==> src/rtl/bcd_2digit_updn_counter_pkg.sv <==
// Shared definitions for the two-digit BCD up/down counter: digit width,
// largest legal digit value, direction encodings and a BCD validity helper.
package bcd_2digit_updn_counter_pkg;

    localparam int DIGIT_W = 4;

    localparam logic [DIGIT_W-1:0] DIGIT_MAX  = 4'd9;
    localparam logic [DIGIT_W-1:0] DIGIT_ZERO = 4'd0;

    localparam logic DIR_UP = 1'b1;
    localparam logic DIR_DN = 1'b0;

    // True when the nibble is a legal BCD digit (0-9).
    function automatic logic is_bcd(input logic [DIGIT_W-1:0] d);
        return (d <= DIGIT_MAX);
    endfunction

endpackage

==> src/rtl/bcd_2digit_updn_counter_digit.sv <==
// One BCD decade. Holds a digit 0-9, steps up or down, wraps 9->0 / 0->9
// and flags the wrap on carry so the next decade can be stepped from it.
// A load always wins over a step in the same cycle.
module bcd_digit
    import bcd_2digit_updn_counter_pkg::*;
(
    input  logic               clk,
    input  logic               rst_n,
    input  logic               step,
    input  logic               up_dn,
    input  logic               load,
    input  logic [DIGIT_W-1:0] load_digit,
    output logic [DIGIT_W-1:0] digit,
    output logic               carry
);

    logic [DIGIT_W-1:0] digit_q;
    logic [DIGIT_W-1:0] digit_d;

    // Next digit value and carry/borrow out of this decade.
    always_comb begin
        digit_d = digit_q;
        carry   = 1'b0;
        if (load) begin
            digit_d = load_digit;
        end else if (step) begin
            if (up_dn == DIR_UP) begin
                if (digit_q >= DIGIT_MAX) begin
                    digit_d = DIGIT_ZERO;
                    carry   = 1'b1;
                end else begin
                    digit_d = digit_q + 4'd1;
                end
            end else begin
                if (digit_q == DIGIT_ZERO) begin
                    digit_d = DIGIT_MAX;
                    carry   = 1'b1;
                end else begin
                    digit_d = digit_q - 4'd1;
                end
            end
        end
    end

    // Digit register with synchronous active-low reset.
    always_ff @(posedge clk) begin
        if (!rst_n) begin
            digit_q <= DIGIT_ZERO;
        end else begin
            digit_q <= digit_d;
        end
    end

    assign digit = digit_q;

endmodule

==> src/rtl/bcd_2digit_updn_counter.sv <==
// Two-digit BCD up/down counter with a clock prescaler, validated
// synchronous load, a terminal-count pulse and an invalid-load pulse.
// All outputs come straight from flops.
module bcd_2digit_updn_counter
    import bcd_2digit_updn_counter_pkg::*;
#(
    parameter int TICK_DIV = 50000000
) (
    input  logic       clk,
    input  logic       rst_n,
    input  logic       en,
    input  logic       up_dn,
    input  logic       load,
    input  logic [7:0] load_val,
    output logic [3:0] ones,
    output logic [3:0] tens,
    output logic       tc,
    output logic       load_err
);

    localparam int PRESC_W = (TICK_DIV > 1) ? $clog2(TICK_DIV) : 1;
    localparam logic [PRESC_W-1:0] PRESC_MAX = PRESC_W'(TICK_DIV - 1);
    localparam logic [PRESC_W-1:0] PRESC_ONE = PRESC_W'(1);

    logic [PRESC_W-1:0] presc_q;
    logic [PRESC_W-1:0] presc_d;
    logic               tc_q;
    logic               tc_d;
    logic               load_err_q;
    logic               load_err_d;

    logic tick;
    logic step;
    logic load_ok;
    logic ones_carry;
    logic tens_carry;

    // Step generation, load validation and next prescaler / pulse values.
    // A load (valid or not) swallows a coincident step; an invalid load
    // freezes the prescaler so the pending step is not lost or advanced.
    always_comb begin
        tick       = en && (presc_q == PRESC_MAX);
        load_ok    = load && is_bcd(load_val[7:4]) && is_bcd(load_val[3:0]);
        step       = tick && !load;
        presc_d    = presc_q;
        tc_d       = tens_carry;
        load_err_d = load && !load_ok;
        if (load) begin
            if (load_ok) begin
                presc_d = '0;
            end
        end else if (en) begin
            if (tick) begin
                presc_d = '0;
            end else begin
                presc_d = presc_q + PRESC_ONE;
            end
        end
    end

    // Prescaler and output pulse registers.
    always_ff @(posedge clk) begin
        if (!rst_n) begin
            presc_q    <= '0;
            tc_q       <= 1'b0;
            load_err_q <= 1'b0;
        end else begin
            presc_q    <= presc_d;
            tc_q       <= tc_d;
            load_err_q <= load_err_d;
        end
    end

    bcd_digit u_ones (
        .clk        (clk),
        .rst_n      (rst_n),
        .step       (step),
        .up_dn      (up_dn),
        .load       (load_ok),
        .load_digit (load_val[3:0]),
        .digit      (ones),
        .carry      (ones_carry)
    );

    // The tens decade only moves when the ones decade wraps, so its carry
    // marks a full 99->00 or 00->99 wrap.
    bcd_digit u_tens (
        .clk        (clk),
        .rst_n      (rst_n),
        .step       (ones_carry),
        .up_dn      (up_dn),
        .load       (load_ok),
        .load_digit (load_val[7:4]),
        .digit      (tens),
        .carry      (tens_carry)
    );

    assign tc       = tc_q;
    assign load_err = load_err_q;

endmodule

==> config.mk <==
export PLATFORM = sky130hd
export DESIGN_NAME = bcd_2digit_updn_counter
export DESIGN_NICKNAME = d
export VERILOG_FILES = /design/src/rtl/bcd_2digit_updn_counter_pkg.sv /design/src/rtl/bcd_2digit_updn_counter_digit.sv /design/src/rtl/bcd_2digit_updn_counter.sv
export SDC_FILE = /design/constraint.sdc
export NUM_CORES = 1
export LEC_CHECK = 0
export CAP_MARGIN = 20
export CORE_ASPECT_RATIO = 1.5
export CORE_MARGIN = 1.5
export CORE_UTILIZATION = 55
export DETAILED_ROUTE_END_ITERATION = 10
export PLACE_DENSITY = 0.79
export SLEW_MARGIN = 10
export SYNTH_ARGS = -nofsm -noshare
export SYNTH_HDL_FRONTEND = slang
export SYNTH_SLANG_ARGS = --single-unit
export TNS_END_PERCENT = 30
==> constraint.sdc <==
create_clock -name clk -period 2.1 [get_ports clk]
set_input_delay 0.42 -clock clk [delete_from_list [all_inputs] [get_ports clk]]
set_output_delay 0.42 -clock clk [all_outputs]
set_load 0.02 [all_outputs]
# Word-level counts from Yosys, hierarchy flattened
# Cells that the tools add are included.
# classes
add_sub_neg,5
n_lt_le_gt_ge,4
eq_ne,2
mux,22
n_bitwise,2
reduce_logical,14
# op_table
cell,n
$mux 26,4
$mux 4,10
$add 26x1->26 const B,1
$eq 26x26->1 const B,1
$add 4x1->4 const B,2
$ge 4x4->1 const B,2
$le 4x4->1 const B,2
$logic_not 4->1,2
$mux 1,8
$sub 4x1->4 const B,2
$reduce_bool 2->1,3
$logic_and 1x1->1,5
$reduce_or 3->1,1
$logic_not 1->1,2
$ne 2x1->1 const B,1
$not 1->1,2
$reduce_and 2->1,1
# word_totals
regBits,36
input_bits,13
out_inout_bits,10

# Longest topological paths before layout
# depth
word_depth,7
ltp_mapped,8

# By module
# A second synthesis with hierarchy kept.
# hier_totals
cells_unflattened,285
hier_area_um2,2369.8
# by_module_without_submodules
module,n_inst,cells_each,area_per_inst_um2,seq_area_each_um2
bcd_2digit_updn_counter,1,173,1451.4,560.5
bcd_digit,2,56,459.2,80.1

# Least setup slack after synthesis
# Ideal clock, no wire load.
# synth_timing
path_kind,reg-to-reg
startpoint,"register u_ones.digit_q[1], in the netlist u_ones.digit[1]"
endpoint,"register u_tens.digit_q[1], in the netlist u_tens.digit[1]"
t_arrival_ns,1.962
t_required_ns,1.981
setup_slack_ns,0.020
stages_incl_launch_ff,9
synth_period_minus_slack_ns,2.080
cell_sequence,dfxtp_1 -> inv_1 -> ha_1 -> or3b_1 -> a21oi_1 -> nand4bb_1 -> buf_2 -> nand2_1 -> o221a_1
# synth_via
elab_chain_len,6
elab_cells_between_ends,8
# synth_rtl
element,line,text
from (decl),bcd_2digit_updn_counter_digit.sv:17,logic [DIGIT_W-1:0] digit_q;
from (signal assigned),bcd_2digit_updn_counter_digit.sv:50,digit_q <= digit_d;
$ge 4x4->1 / $logic_not 4->1 (equally long branches),"bcd_2digit_updn_counter_digit.sv:28, bcd_2digit_updn_counter_digit.sv:35",
$mux 1 (on tied branches),"bcd_2digit_updn_counter_digit.sv:28, bcd_2digit_updn_counter_digit.sv:35",
$mux 1 *,bcd_2digit_updn_counter_digit.sv:27,if (up_dn == DIR_UP) begin
$mux 1 *,bcd_2digit_updn_counter_digit.sv:26,end else if (step) begin
$mux 1 *,bcd_2digit_updn_counter_digit.sv:24,if (load) begin
$reduce_bool 2->1 (no source line) *,n/a,
to (signal assigned),bcd_2digit_updn_counter_digit.sv:50,
to (decl),bcd_2digit_updn_counter_digit.sv:17,
# Every way passes the cells marked *; elsewhere a longest branch is shown, timed or not.
# A chain may end at the register's enable or synchronous reset.

# Final worst setup path
# layout_timing
startpoint,input en
endpoint,register presc_q[20]
# layout_via
elab_chain_len,4
elab_cells_between_ends,6
# layout_rtl
element,line,text
from (decl),bcd_2digit_updn_counter.sv:11,"input logic en,"
$logic_and 1x1->1,bcd_2digit_updn_counter.sv:42,tick = en && (presc_q == PRESC_MAX);
$mux 26,bcd_2digit_updn_counter.sv:53,if (tick) begin
$mux 26,bcd_2digit_updn_counter.sv:52,end else if (en) begin
$mux 26,bcd_2digit_updn_counter.sv:48,if (load) begin
to (signal assigned),bcd_2digit_updn_counter.sv:68,presc_q <= presc_d;
to (decl),bcd_2digit_updn_counter.sv:25,logic [PRESC_W-1:0] presc_q;
# Parallel ways exist; a longest one is shown, timed or not. The select of a mux whose other input is x is not followed.

==> impl_metrics.yaml <==
status:
  status: "finished with violations"
  failed_checks: "negative setup slack"
placement:
  gp_congestion: 0.8856
  io_buffers: 22
  place_hpwl_mm: 4.364
  dpl_cell_area_sq_um: 2853
grt:
  antenna_found_initial: 0
  grt_usage_pct: 26.81
  overflow: 0
  grt_pass1_wl_mm: 10.09
  grt_max_degree: 21
  grt_pass1_vias: 2254
pwr:
  seqPwrFrac_pct: 46.3
  clock_power_share_pct: 34.4
  p_switching_mw: 0.4149
  power.leakage_nw: 1.121
  intPower_mw: 1.137
  sw_frac_of_total_pct: 26.73
  vdd_ir_drop_max_uv: 565.4
  pwr-share-comb_pct: 19.3
  power.density_nw_per_um2: 520.2
job:
  maxCapViolCount: 0
synthesis:
  yosysTopAreaCell: "dfxtp_1"
  ys.flop_type: "dfxtp_1"
  ys_warn_count: 0
  avgSynthCellArea_sq_um: 8.229
  async_reset_ff_share_pct: 0
  ys_seq_area_share_pct: 30.62
  ys_types: 64
  synth_area_sq_um: 2354
  syn_nets: 308
  synthTopCellsByArea: "dfxtp_1 (31%), xnor2_1 (5.2%), ha_1 (4.8%)"
  synth_edf_count: 0
  ys_ff_latch: 36
  synth_top_cell_area_share_pct: 30.62
  netlist_instances: 286
final_layout:
  drive_gt1_share_pct: 18.29
  area_growth_pct: 26.79
  fin_nets: 361
  antenna_cells: 0
  final_cell_mix: "dfxtp_1 (36), buf_4 (34), nor2_1 (28)"
  fin_util_pct: 71.51
  layout_commonest_cell: "dfxtp_1"
  fin_area_sq_um: 2984
die:
  io_pins: 23
  dieArea_sq_um: 4689
  rows: 29
  fp.coreArea_sq_um: 4173
  initial_core_util_pct: 56.40
  die_w_um: 56.41
  die_height_um: 83.12
clock_tree:
  cts_setup_buffers: 0
  cts.htree.levels: 2
  clock_sinks: 36
  hold_buffers: 0
  cts.clk_slew.worst_paths_ns: 0.07
  clock-root-buffer: "clkbuf_8"
  clock_path_buffers: 2
  tritoncts: "built"
  cts_made_buffers: 5
  clk_latency_ns: 0.29
  cts_resized: 0
sta:
  tightest_slew_ns: 0.5202
  hold_viol_final: 0
  rsz0062_at_grt: "true"
  fin_crit_ns: 2.104
  setup_viol: 1
  min_period_over_period_pct: 100.2
  fin_skew_ns: 0.006870
  slew_violations: 0
  timing.fmax_mhz: 475.3
  relSlewSlack_pct: 65.00
  worst_slack_ns: -0.003775
routing:
  vias: 2386
  ant_nets: 0
  drt_iter0_drc: 140
  viasPerCell: 6.197
  drt_pass1_iterations: 4
  wl_mm: 6.123
  drc: 0
  wl_per_cell_um: 15.90
setup_path:
  arrival_ns: 2.27
  crit_type: "in2reg"
  cp-end-kind: "register"
  crit_required_ns: 2.26
  worstSetupStartpointType: "input port"
  critPathMaxFanout: 8
min_path:
  hold_class: "in2reg"
[per-layer routing]
metal	wire, um	up-vias	track usage, %
met5	0	-	0
met2	3269	74	47.91
met1	2432	1120	28.89
met3	226	23	4.829
li1	-	1169	-
met4	194	0	14.94
[worst paths after layout]
path / startpoint / end / slack, ns / cells past startpoint
worst max register to register: presc_q[1] / u_tens.digit[1] / 0.11 / 6
worst max-delay path: en / presc_q[20] / -0.004 / 7
worst min register to register: presc_q[25] / presc_q[25] / 0.49 / 2
worst min-delay path: load_val[1] / u_ones.digit[1] / 0.47 / 3
[through the flow]
step           setup TNS [ns]  power (mW)  hold WS, ns  setup WS [ns]  cells
2_1_floorplan               0      0.8963       0.4479        0.01959    286
3_3_place_gp           -3.407       1.025       0.4626        -0.2422    378
3_5_place_dp           -4.810       1.030       0.4803        -0.2675    378
4_1_cts                     0       1.565       0.4861        0.02361    385
5_1_grt              -0.04047       1.621       0.4946       -0.01808    385
6_report            -0.003775       1.552       0.4675      -0.003775    385
[state kept, by name, summed over array words and instances, names as in the netlist]
| register | cells |
|---|---|
| tc | 1 |
| u_ones.digit | 4 |
| u_tens.digit | 4 |
| load_err | 1 |
| presc_q | 26 |
[power by group through the flow]
stage	clock (mW)	sequential (mW)	combinational, mW
2_1_floorplan	0	0.741	0.155
3_3_place_gp	0	0.734	0.291
3_5_place_dp	0	0.734	0.296
4_1_cts	0.549	0.719	0.297
5_1_grt	0.573	0.722	0.325
6_report	0.534	0.719	0.299
[final cells by class]
cell class | count | area [sq um]
multi-input combinational | 226 | 1555
clock buffer | 7 | 96.34
sequential | 36 | 720.7
inverter | 13 | 48.80
timing repair buffer | 57 | 505.5
fill | 344 | 1189
tap | 46 | 57.56
[critical path, cell delays in order]
cell and delay [ns]:
clkdlybuf4s50_1 0.50, nand4b_1 0.14, buf_4 0.16, nor4_1 0.45, a21oi_2 0.23, a41oi_1 0.29
a31oi_1 0.07
[cell families after synthesis]
family,share of synthesized area [%]
xor gates and xnor gates,6.327
buffers and inverters,4.359
adders and majority gates,4.785
AOI/OAI and AO/OA,18.45
muxes,2.127
and+or+nand+nor,33.33
DFF,30.62
[Yosys cell counts, types with 4 or more instances]
library cell and number:
a21oi_1 16, mux2i_1 5, nand4_1 6, ha_1 9, nor2_1 28, a31oi_1 9, inv_1 13, nand2_1 25
nand3_1 9, nor3_1 10, dfxtp_1 36, o22ai_1 5, nor3b_1 5, o21ai_0 14, clkbuf_1 6, nor4_1 5
buf_2 4, xnor2_1 14
Note: power is estimated with default switching activity, not from simulation.
